==> src/rtl/ram_arb_pkg.sv <==
// Shared types for the two-port round-robin RAM arbiter: port identifiers,
// the read-pipeline tag and the fixed read latency seen by clients.
package ram_arb_pkg;

    typedef enum logic {
        PORT_A = 1'b0,
        PORT_B = 1'b1
    } port_id_t;

    typedef struct packed {
        logic     vld;
        logic     rd;
        port_id_t id;
    } stage_tag_t;

    // Accepting edge to resp_valid: one edge for the RAM access, one for the response register.
    localparam int RD_LATENCY = 2;

    localparam stage_tag_t TAG_IDLE = '{vld: 1'b0, rd: 1'b0, id: PORT_A};

endpackage

==> src/rtl/rr_arb2.sv <==
// Two-way round-robin arbiter; the pointer names the port that wins a tie
// and flips to the losing side after every grant.
module rr_arb2
    import ram_arb_pkg::*;
(
    input  logic       clk,
    input  logic       rst,
    input  logic [1:0] req,
    output logic [1:0] gnt
);

    port_id_t r_ptr;

    // NOTE: every output of an always_comb gets a default first so no latch can be inferred.
    always_comb begin
        gnt = 2'b00;
        case (req)
            2'b01:   gnt = 2'b01;
            2'b10:   gnt = 2'b10;
            2'b11:   gnt = (r_ptr == PORT_B) ? 2'b10 : 2'b01;
            default: gnt = 2'b00;
        endcase
    end

    // NOTE: sequential state is updated with non-blocking assignments only.
    always_ff @(posedge clk) begin
        if (rst) begin
            r_ptr <= PORT_A;
        end else if (gnt[0]) begin
            r_ptr <= PORT_B;
        end else if (gnt[1]) begin
            r_ptr <= PORT_A;
        end
    end

endmodule

==> src/rtl/ram_sp_arbiter.sv <==
// Shares one single-port registered-read RAM between two valid/ready clients:
// one command per cycle, reads return to their owner two edges after acceptance.
module ram_sp_arbiter
    import ram_arb_pkg::*;
#(
    parameter int DATA_WIDTH = 8,
    parameter int ADDR_WIDTH = 8
) (
    input  logic                  clk,
    input  logic                  rst,

    input  logic                  a_req_valid,
    output logic                  a_req_ready,
    input  logic                  a_req_we,
    input  logic [ADDR_WIDTH-1:0] a_req_addr,
    input  logic [DATA_WIDTH-1:0] a_req_wdata,
    output logic                  a_resp_valid,
    output logic [DATA_WIDTH-1:0] a_resp_rdata,

    input  logic                  b_req_valid,
    output logic                  b_req_ready,
    input  logic                  b_req_we,
    input  logic [ADDR_WIDTH-1:0] b_req_addr,
    input  logic [DATA_WIDTH-1:0] b_req_wdata,
    output logic                  b_resp_valid,
    output logic [DATA_WIDTH-1:0] b_resp_rdata,

    output logic                  ram_cs,
    output logic                  ram_we,
    output logic                  ram_oe,
    output logic [ADDR_WIDTH-1:0] ram_addr,
    output logic [DATA_WIDTH-1:0] ram_wdata,
    input  logic [DATA_WIDTH-1:0] ram_rdata
);

    logic [1:0]            w_gnt;
    logic                  w_acc;
    logic                  w_we;
    port_id_t              w_id;
    logic [ADDR_WIDTH-1:0] w_addr;
    logic [DATA_WIDTH-1:0] w_wdata;

    stage_tag_t            r_s1;
    stage_tag_t            r_s2;

    rr_arb2 u_arb (
        .clk (clk),
        .rst (rst),
        .req ({b_req_valid, a_req_valid}),
        .gnt (w_gnt)
    );

    // Nothing is accepted while reset is high, so no command survives into the pipeline.
    assign a_req_ready = w_gnt[0] & ~rst;
    assign b_req_ready = w_gnt[1] & ~rst;
    assign w_acc       = a_req_ready | b_req_ready;

    assign w_id    = w_gnt[1] ? PORT_B : PORT_A;
    assign w_we    = w_gnt[1] ? b_req_we    : a_req_we;
    assign w_addr  = w_gnt[1] ? b_req_addr  : a_req_addr;
    assign w_wdata = w_gnt[1] ? b_req_wdata : a_req_wdata;

    always_ff @(posedge clk) begin
        if (rst) begin
            ram_cs    <= 1'b0;
            ram_we    <= 1'b0;
            ram_oe    <= 1'b0;
            ram_addr  <= '0;
            ram_wdata <= '0;
            r_s1      <= TAG_IDLE;
            r_s2      <= TAG_IDLE;
        end else begin
            r_s2 <= r_s1;
            if (w_acc) begin
                ram_cs    <= 1'b1;
                ram_we    <= w_we;
                ram_oe    <= ~w_we;
                ram_addr  <= w_addr;
                ram_wdata <= w_we ? w_wdata : '0;
                r_s1      <= '{vld: 1'b1, rd: ~w_we, id: w_id};
            end else begin
                // Address and write data hold on idle cycles; only the strobes drop.
                ram_cs <= 1'b0;
                ram_we <= 1'b0;
                ram_oe <= 1'b0;
                r_s1   <= TAG_IDLE;
            end
        end
    end

    always_ff @(posedge clk) begin
        if (rst) begin
            a_resp_valid <= 1'b0;
            b_resp_valid <= 1'b0;
            a_resp_rdata <= '0;
            b_resp_rdata <= '0;
        end else begin
            a_resp_valid <= r_s2.vld & r_s2.rd & (r_s2.id == PORT_A);
            b_resp_valid <= r_s2.vld & r_s2.rd & (r_s2.id == PORT_B);
            if (r_s2.vld && r_s2.rd && r_s2.id == PORT_A) begin
                a_resp_rdata <= ram_rdata;
            end
            if (r_s2.vld && r_s2.rd && r_s2.id == PORT_B) begin
                b_resp_rdata <= ram_rdata;
            end
        end
    end

endmodule

==> config.mk <==
export PLATFORM = sky130hd
export DESIGN_NAME = ram_sp_arbiter
export DESIGN_NICKNAME = d
export VERILOG_FILES = /design/src/rtl/ram_arb_pkg.sv /design/src/rtl/rr_arb2.sv /design/src/rtl/ram_sp_arbiter.sv
export SDC_FILE = /design/constraint.sdc
export NUM_CORES = 1
export LEC_CHECK = 0
export BUFFER_PORTS_ARGS = -buffer_cell sky130_fd_sc_hd__clkbuf_2
export CELL_PAD_IN_SITES_DETAIL_PLACEMENT = 0
export CELL_PAD_IN_SITES_GLOBAL_PLACEMENT = 1
export CORE_UTILIZATION = 31
export CTS_CLUSTER_SIZE = 40
export DETAILED_ROUTE_END_ITERATION = 10
export PLACE_DENSITY_LB_ADDON = 0.1
export RECOVER_POWER = 100
export SLEW_MARGIN = 30
export SYNTH_ARGS = -nofsm -noshare
export SYNTH_HDL_FRONTEND = slang
export SYNTH_SLANG_ARGS = --single-unit
==> constraint.sdc <==
create_clock -name clk -period 1.55 [get_ports clk]
set_clock_uncertainty 0.2 [all_clocks]
set_input_delay 0.0775 -clock clk [delete_from_list [all_inputs] [get_ports clk]]
set_output_delay 0.0775 -clock clk [all_outputs]
set_load 0.005 [all_outputs]
==> impl_results.md, run 1 <==
* All-Layer GR Usage at 0.162
* N_diodes at 0
* Area growth from synthesis to layout at 62.8%
* Post-DP HPWL at 2740 um
* Hold Fails Final Rpt at 0
* Fill cells at 495
* Initial DRT Pass Iterations at 4
* Final Cycle Share at 0.973
* EDFF count, synth at 0
* Slew headroom at 0.626
* Synthesized net count at about 230
* Top Ports at 85
* CTS buffer count at 5
* Worst-Margin Slew at 0.557 ns
* FFs w/ async S/R, synth at 0
* Post-CTS Resized at 0
* Vias in the first global route at 1534
* CTS Sinks at 42
* GRT overflow at 0
* Register area at approximately 840 um^2
* Critical Path AT at 1.55 ns
* Required time of the critical path at 1.59 ns
* Commonest non-fill, non-tap cell in the layout: clkbuf_2
* Initial core utilization at 0.329
* DRT Wirelength at 4350 um
* Max-cap violations at 0
* Slew Limit Fails at 0
* Initial antenna violation count at 0
* Die Y-Extent at around 74 um
* Nets at 361
* Input/output buffers at 84
* H-tree depth at 2
* Wire per inst at about 11 um
* HP Class: in -> reg
* Core Area at 4850 um^2
* Post-synthesis cell count at 185
* Global-route wire length before repair at 6690 um
* Finish-stage setup viols at 0
* Worst skew pair latency at 0.29 ns
* WS Path Type: in -> reg
* Final GP Congestion at 0.748
* Seq cells post-synth at 42
* Clock Tree Buf Depth at 2
* Post-synth cell types at 24
* Pwr Density at between 800 and 900 nW/um^2
* Clk slew on worst S/H paths at 0.08 ns
* Antenna violation net count after detailed routing at 0
* Mean post-synth cell area at 8.62 um^2
* Layout cells sized above 1 at 0.253
* CP max FO at 11
* Fin Hold WS at 0.0193 ns
* Pwr Total at 2210 uW
* Critical Path Sink Type: register
* Die Footprint at about 5400 um^2
* Multi-input logic area at 686 um^2
* Die width at 73.7 um
* Setup TNS at 0 ns
* Final non-filler cell total at approximately 380
* Clock root cell: clkbuf_8
* Startpoint types: input pin
* Fin util at 0.535
* Period minus WS final at 1.51 ns
* CTS tree: yes
* Sequential element share of the synthesized area at 0.527
* RSZ-0062 raised after global routing: true
* Pin count of the biggest net entering global routing at 27
* Fmax at 663 MHz
* Peak supply drop at 375 uV
* DRC errors left at 0
* # rows at 25
* Status: finished, final reports clean
* Mapped Area at between 1500 and 2000 um^2
* Initial DRC count at 76
* Main flop type after synthesis: dfxtp_1
* Placed Instances at 328
* Leakage power at 0.00114 uW
* Routed vias/inst at 4.43
* Routed vias at 1696
* Most frequent cells in the layout: clkbuf_2, nand2_1, dlygate4sd3_1, dfxtp_1, clkbuf_1
* YS warnings at 0
==> path summary, 6_finish.rpt <==
path | start | to | depth (start not counted) | slack, ns
worst min-delay path | b_req_valid | u_arb.r_ptr | 3 | 0.02
worst min register to register | r_s1[0] | r_s2[0] | 1 | 0.23
worst max register to register | u_arb.r_ptr | u_arb.r_ptr | 3 | 0.08
worst max-delay path | rst | ram_cs | 4 | 0.04
==> area by class of cell <==
type                    instances  share of cell area
inverters                       1             0.00145
clock buffers                   6              0.0318
multi-input cells             132               0.264
flip-flops and latches         42               0.324
well taps                      67              0.0323
repair buffers                133               0.341
clock inverters                 2             0.00482
==> synthesized netlist by cell type (2+ instances only) <==
cell type,instances,area [um^2]
clkbuf_1,5,18.8
nor2_1,15,56.3
nand3_1,3,15.0
a21oi_1,17,85.1
and3_1,2,12.5
dfxtp_1,42,841
buf_4,2,15.0
a311oi_1,8,70.1
nor2b_1,3,18.8
buf_2,2,10.0
mux2i_1,8,80.1
nand2_1,60,225
o21ai_0,7,35.0
==> per-stage QoR <==
stage	area [um^2]	setup slack, ns
3_5_place_dp	2050	0.166
6_report	2590	0.0415
3_3_place_gp	2050	0.195
5_1_grt	2590	-0.0646
4_1_cts	2580	0.00873
2_1_floorplan	1590	0.251
==> timing repair <==
item,in CTS,in global routing
hold buffers,44,1
hold endpoints to repair,34,1
buffers inserted,0,2
setup endpoints to repair,0,17
==> flip-flops by register name, summed over array words and instances (netlist names) <==
signal / count
a_resp_rdata: 8
b_resp_rdata: 8
ram_addr: 8
ram_wdata: 8
r_s2: 3
r_s1: 2
a_resp_valid: 1
b_resp_valid: 1
ram_cs: 1
ram_we: 1
u_arb.r_ptr: 1
==> critical path: stages <==
cell	delay, ns
dlygate4sd3_1	0.54
clkbuf_2	0.22
nor2_4	0.16
dlygate4sd3_1	0.55
==> where the power goes <==
| part | total [uW] | switching, uW | internal, uW |
|---|---|---|---|
| Combinational | 337 | 144 | 193 |
| Sequential | 1140 | 21.8 | 1120 |
| Clock | 731 | 374 | 358 |
| Total | 2210 | 539 | 1670 |
==> layer usage <==
layer,vias up,global-route usage,part of all wire
li1,871,-,-
met5,-,0,0
met1,764,0.178,0.43
met3,8,0.0549,0.059
met4,0,0.0748,0.020
met2,53,0.279,0.49
==> cells by family (layout without fill, tap and decap cells) <==
family / after synthesis / after routing / share of synthesized area
and+or+nand+nor: 90 / 90 / 0.253
DFF: 42 / 42 / 0.527
AOI/OAI and AO/OA: 34 / 34 / 0.127
buffers and inverters: 11 / 142 / 0.0424
muxes: 8 / 8 / 0.0502
(Power assumes the default switching activity.)
==> run 2, diff against run 1 <==
--- a/config.mk
+++ b/config.mk
@@ -5,6 +5,7 @@
 export SDC_FILE = /design/constraint.sdc
 export NUM_CORES = 1
 export LEC_CHECK = 0
+export ABC_AREA = 1
 export BUFFER_PORTS_ARGS = -buffer_cell sky130_fd_sc_hd__clkbuf_2
 export CELL_PAD_IN_SITES_DETAIL_PLACEMENT = 0
 export CELL_PAD_IN_SITES_GLOBAL_PLACEMENT = 1
==> impl_results.md, run 2 <==
* Final instance area at 2810 um^2 (was 2590 um^2)
* Status: finished, final reports clean (unchanged)
* Wl on met1 at 2470 um (was 1860 um)
* CP max stage cell: dlygate4sd3_1 (unchanged)
* Main flop type after synthesis: dfxtp_1 (unchanged)
* # rows at 26 (was 25)
* Critical Path Sink Type: output pin (was register)
* Die width at 76.8 um (was 73.7 um)
* CTS buffer count at 5 (unchanged)
* N_diodes at 0 (unchanged)
* FFs w/ async S/R, synth at 0 (unchanged)
* Routed vias/inst at 4.50 (was 4.43)
* Mean post-synth cell area at 7.64 um^2 (was 8.62 um^2)
* GRT overflow at 0 (unchanged)
* Die Footprint at 5900 um^2 (was 5430 um^2)
* Worst-Margin Slew at 0.474 ns (was 0.557 ns)
* Routed wl met2 at 2400 um (was 2140 um)
* Period minus WS final at 1.50 ns (was 1.51 ns)
* Pin count of the biggest net entering global routing at 23 (was 27)
* Max incr delay on CP at 0.56 ns (was 0.55 ns)
* Startpoint types: input pin (unchanged)
* DR top layer: met4 (unchanged)
* Seq cells post-synth at 42 (unchanged)
* WS Path Type: in -> out (was in -> reg)
* Peak supply drop at 576 uV (was 375 uV)
* Final Cycle Share at 0.965 (was 0.973)
* HP Class: in -> reg (unchanged)
* Global-route wire length before repair at 8380 um (was 6690 um)
* Layout cells sized above 1 at 0.270 (was 0.253)
* Slew Limit Fails at 0 (unchanged)
* Vias in the first global route at 1731 (was 1534)
* Worst skew pair latency at 0.30 ns (was 0.29 ns)
* CTS Sinks at 42 (unchanged)
* Core Area at 5240 um^2 (was 4850 um^2)
* Synth cell count leaders: nand2_1, dfxtp_1, nor2_1 (was nand2_1, dfxtp_1, a21oi_1)
* Synthesized net count at 273 (was 231)
* YS warnings at 0 (unchanged)
* Nets at 408 (was 361)
* Area growth from synthesis to layout at 61.9% (was 62.8%)
* Pwr Total at 2470 uW (was 2210 uW)
* CP max FO at 4 (was 11)
* Post-synthesis cell count at 227 (was 185)
* Clock root cell: clkbuf_8 (unchanged)
* Slew headroom at 0.684 (was 0.626)
* Synth area leader: dfxtp_1 (unchanged)
* H-tree depth at 2 (unchanged)
* Initial DRC count at 78 (was 76)
* Clock Tree Buf Depth at 2 (unchanged)
* Area contributors post-synth: dfxtp_1, nand2_1, nand3_1, nor2_1, a21oi_1 (was dfxtp_1, nand2_1, a21oi_1, mux2i_1, a311oi_1)
* Initial core utilization at 0.331 (was 0.329)
* Critical Path AT at 1.22 ns (was 1.55 ns)
* Routed vias at 1948 (was 1696)
* EDFF count, synth at 0 (unchanged)
* All-Layer GR Usage at 0.180 (was 0.162)
* Finish-stage setup viols at 0 (unchanged)
* Final non-filler cell total at 433 (was 383)
* Pwr Density at 879 nW/um^2 (was 852 nW/um^2)
* Sequential element share of the synthesized area at 0.484 (was 0.527)
* Met3 Wirelength at 267 um (was 255 um)
* Input/output buffers at 84 (unchanged)
* Mapped Area at 1740 um^2 (was 1590 um^2)
* Most frequent cells in the layout: clkbuf_2, nand2_1, dlygate4sd3_1, dfxtp_1, nor2_1 (was clkbuf_2, nand2_1, dlygate4sd3_1, dfxtp_1, clkbuf_1)
* Leakage power at 0.00133 uW (was 0.00114 uW)
* Max-cap violations at 0 (unchanged)
* Final GP Congestion at 0.775 (was 0.748)
* Post-synth cell types at 21 (was 24)
* Placed Area at 2220 um^2 (was 2050 um^2)
* DRT Wirelength at 5220 um (was 4350 um)
* Antenna violation net count after detailed routing at 0 (unchanged)
* CTS tree: yes (unchanged)
* Required time of the critical path at 1.27 ns (was 1.59 ns)
* Most common cell in the synthesized netlist: nand2_1 (unchanged)
* Setup TNS at 0 ns (unchanged)
* Crit path cell chain: dlygate4sd3_1, clkbuf_1, inv_2, nand3_4, inv_1, clkbuf_2 (was dlygate4sd3_1, clkbuf_2, nor2_4, dlygate4sd3_1)
* DRC errors left at 0 (unchanged)
* Top Ports at 85 (unchanged)
* Clk slew on worst S/H paths at 0.08 ns (about the same)
* Fmax at 668 MHz (was 663 MHz)
* Buf/Inv on CP at 5 (was 3)
* Post-DP HPWL at 3350 um (was 2740 um)
* Initial antenna violation count at 0 (unchanged)
* Wire per inst at 12.0 um (was 11.3 um)
* Top-area cell type share of the netlist area at 0.484 (was 0.527)
* Die Y-Extent at 76.8 um (was 73.7 um)
* Commonest non-fill, non-tap cell in the layout: clkbuf_2 (unchanged)
* Initial DRT Pass Iterations at 4 (unchanged)
* Placed Instances at 377 (was 328)
* Hold Fails Final Rpt at 0 (unchanged)
* RSZ-0062 raised after global routing: false (was true)
* CP top delay family: buffers and inverters (unchanged)
-- run 2: metal layers --
metal  up-vias  global-route usage
met5         -                   0
met1       868               0.241
met4         0              0.0654
met2        60               0.278
li1       1010                   -
met3        10              0.0464
-- run 2: timing repair --
item                                    4_1_cts  5_1_grt
resized for setup                             0        3
buffers inserted                              0        3
hold endpoints to repair                     36        0
hold buffers                                 45        0
endpoints found under the setup margin        0       13
-- run 2: final timing paths --
| path | start | to | slack (ns) | cells past startpoint |
|---|---|---|---|---|
| max reg2reg | u_arb.r_ptr | ram_addr[1] | 0.14 | 7 |
| min | a_req_valid | r_s1[0] | 0.003 | 4 |
| min reg2reg | r_s1[0] | r_s2[0] | 0.20 | 2 |
| max | rst | b_req_ready | 0.05 | 6 |
-- run 2: metrics by stage --
stage / hold WS (ns) / utilization / worst slack [ns]
6_report: 0.00312 / 0.537 / 0.0538
5_1_grt: 0.00406 / 0.537 / 0.00688
4_1_cts: 0.0349 / 0.531 / 0.0360
3_5_place_dp: 0.146 / 0.424 / 0.0483
3_3_place_gp: 0.150 / 0.424 / 0.103
2_1_floorplan: -0.0534 / - / 0.253
-- run 2: power by group --
group / switching [uW] / internal, uW / leakage [uW]
Sequential: 23.7 / 1130 / 0.000342
Clock: 398 / 481 / 0.0000514
Combinational: 219 / 221 / 0.000939
-- run 2: cells by family after synthesis --
group	share of synthesized area
flops	0.485
compound gates	0.0995
simple gates	0.349
buf+inv	0.0671
-- run 2: worst min-delay path, cell delays in order --
cell and delay (ns):
clkbuf_2 0.12, nand2_4 0.10, nand3_4 0.11, inv_1 0.04
-- run 2: area by class of cell --
type                    count  area [um^2]
clock buffers               6         72.6
inverters                  11         52.6
clock inverters             2         37.5
flip-flops and latches     42          841
multi-input cells         164          787
repair buffers            138          932
fillers                   534         2430
well taps                  70         87.6
==> run 3, diff against run 2 <==
--- a/config.mk
+++ b/config.mk
@@ -13,8 +13,8 @@
 export CTS_CLUSTER_SIZE = 40
 export DETAILED_ROUTE_END_ITERATION = 10
 export PLACE_DENSITY_LB_ADDON = 0.1
-export RECOVER_POWER = 100
-export SLEW_MARGIN = 30
+export RECOVER_POWER = 25
+export SLEW_MARGIN = 10
 export SYNTH_ARGS = -nofsm -noshare
 export SYNTH_HDL_FRONTEND = slang
 export SYNTH_SLANG_ARGS = --single-unit
==> impl_results.md, run 3 (synthesized netlist as in run 2, its figures left out) <==
* Status: finished, final reports clean (unchanged)
* Initial antenna violation count at 0 (unchanged)
* HP Class: in -> reg (unchanged)
* Setup TNS at 0 ns (unchanged)
* Die width at 76.8 um (unchanged)
* Clock root cell: clkbuf_8 (unchanged)
* DP Worst Slack at 0.0483 ns (unchanged)
* DRC errors left at 0 (unchanged)
* CTS tree: yes (unchanged)
* All-Layer GR Usage at 0.180 (unchanged)
* Top Ports at 85 (unchanged)
* Worst skew pair latency at 0.30 ns (about the same)
* Fill cells at 529 (was 534)
* H-tree depth at 2 (unchanged)
* Slew headroom at 0.786 (was 0.684)
* Fin Hold WS at 0.00277 ns (was 0.00312 ns)
* Core Area at 5240 um^2 (unchanged)
* Met2 usage at 0.278 (unchanged)
* Grt met3 use at 0.0464 (unchanged)
* Vias in the first global route at 1731 (unchanged)
* WS Path Type: in -> out (unchanged)
* Layout cells sized above 1 at 0.300 (was 0.270)
* Antenna violation net count after detailed routing at 0 (unchanged)
* Slew Limit Fails at 0 (unchanged)
* N_diodes at 0 (unchanged)
* Crit-path most repeated cell: clkbuf_2
* RSZ-0062 raised after global routing: false (unchanged)
* Global-route wire length before repair at 8380 um (unchanged)
* DRT Wirelength at 5210 um (was 5220 um)
* Critical Path AT at 1.22 ns (about the same)
* Die Y-Extent at 76.8 um (unchanged)
* Input/output buffers at 84 (unchanged)
* Most frequent cells in the layout: clkbuf_2, nand2_1, dlygate4sd3_1, dfxtp_1, nor2_1 (unchanged)
* Clock Tree Buf Depth at 2 (unchanged)
* Leakage power at 0.00137 uW (was 0.00133 uW)
* Pwr Density at 875 nW/um^2 (was 879 nW/um^2)
* Required time of the critical path at 1.27 ns (about the same)
* CTS Sinks at 42 (unchanged)
* CP top delay family: buffers and inverters (unchanged)
* CP max FO at 4 (unchanged)
* Crit path cell chain: dlygate4sd3_1, clkbuf_2, inv_2, nand3_4, inv_1, clkbuf_2 (was dlygate4sd3_1, clkbuf_1, inv_2, nand3_4, inv_1, clkbuf_2)
* Hold Fails Final Rpt at 0 (unchanged)
* Routed vias/inst at 4.50 (about the same)
* Post-DP HPWL at 3350 um (unchanged)
* Global-route met1 utilization at 0.241 (unchanged)
* Clk slew on worst S/H paths at 0.08 ns (about the same)
* Peak supply drop at 575 uV (was 576 uV)
* Pwr Total at 2470 uW (about the same)
* Final Worst Setup Slack at 0.0547 ns (was 0.0538 ns)
* Die Footprint at 5900 um^2 (unchanged)
* Max-cap violations at 0 (unchanged)
* GRT overflow at 0 (unchanged)
* Max incr delay on CP at 0.56 ns (about the same)
* Initial DRC count at 70 (was 78)
* CTS buffer count at 5 (unchanged)
* Initial DRT Pass Iterations at 4 (unchanged)
* CP max stage cell: dlygate4sd3_1 (unchanged)
* Placed Area at 2220 um^2 (unchanged)
* Worst-Margin Slew at 0.321 ns (was 0.474 ns)
* Initial core utilization at 0.331 (unchanged)
* Busiest grt layer: met2 (unchanged)
* Fmax at 669 MHz (was 668 MHz)
* Startpoint types: input pin (unchanged)
* Final GP Congestion at 0.775 (unchanged)
* Buf/Inv on CP at 5 (unchanged)
* Nets at 408 (unchanged)
* Critical Path Sink Type: output pin (unchanged)
* Commonest non-fill, non-tap cell in the layout: clkbuf_2 (unchanged)
* Routed vias at 1949 (was 1948)
* Final instance area at 2830 um^2 (was 2810 um^2)
* # rows at 26 (unchanged)
* Area growth from synthesis to layout at 62.9% (was 61.9%)
* Period minus WS final at 1.50 ns (about the same)
* Pin count of the biggest net entering global routing at 23 (unchanged)
* Finish-stage setup viols at 0 (unchanged)
* Wire per inst at 12.0 um (about the same)
* Final Cycle Share at 0.965 (about the same)
## run 3: cell count changes in the layout (fill, tap and decap cells not counted)
cell	before	now
clkbuf_1	14	3
buf_4	7	8
clkbuf_2	72	82
## run 3: path summary, 6_finish.rpt
| kind | slack (ns) | cells past startpoint | end | startpoint |
|---|---|---|---|---|
| max | 0.05 | 6 | b_req_ready | rst |
| min | 0.003 | 4 | r_s1[0] | a_req_valid |
| max reg2reg | 0.13 | 7 | ram_addr[1] | u_arb.r_ptr |
| min reg2reg | 0.20 | 2 | r_s2[0] | r_s1[0] |
## run 3: power breakdown
group / leakage [uW] / switching (uW) / internal [uW]
clock: 0.0000514 / 396 / 481
sequential: 0.000342 / 23.8 / 1130
combinational: 0.000977 / 219 / 225
total: 0.00137 / 640 / 1830
## run 3: cell type report
class	count	area, um^2	area share
clock buffers	6	72.6	0.0257
clock inverters	2	37.5	0.0133
inverters	11	52.6	0.0186
multi-input cells	164	787	0.278
flip-flops and latches	42	841	0.297
well taps	70	87.6	0.0310
repair buffers	138	948	0.336
## run 3: worst register-to-register path, cell delays in order, from the launching register on
cell and delay, ns:
dfxtp_1 0.34, inv_1 0.08, nand2_4 0.14, nand3_4 0.12, nand2_8 0.18, inv_8 0.09
nor2_1 0.11, nor2_1 0.06
## run 3: metal layers
metal  up-vias  share of wire
li1       1011              -
met1       866           0.48
met2        62           0.46
met3        10          0.050
met4         0          0.015
met5         -              0
## run 3: stage by stage
| stage | utilization | std cells |
|---|---|---|
| floorplan | - | 227 |
| global placement | 0.424 | 377 |
| detailed placement | 0.424 | 377 |
| CTS | 0.531 | 430 |
| global route | 0.540 | 433 |
| finish | 0.540 | 433 |
## run 3: what timing repair did
item | 4_1_cts | 5_1_grt
setup endpoints to repair | 0 | 13
hold buffers | 45 | 0
setup buffers | 0 | 3
gates resized for setup | 0 | 3
endpoints found under the hold margin | 36 | 0
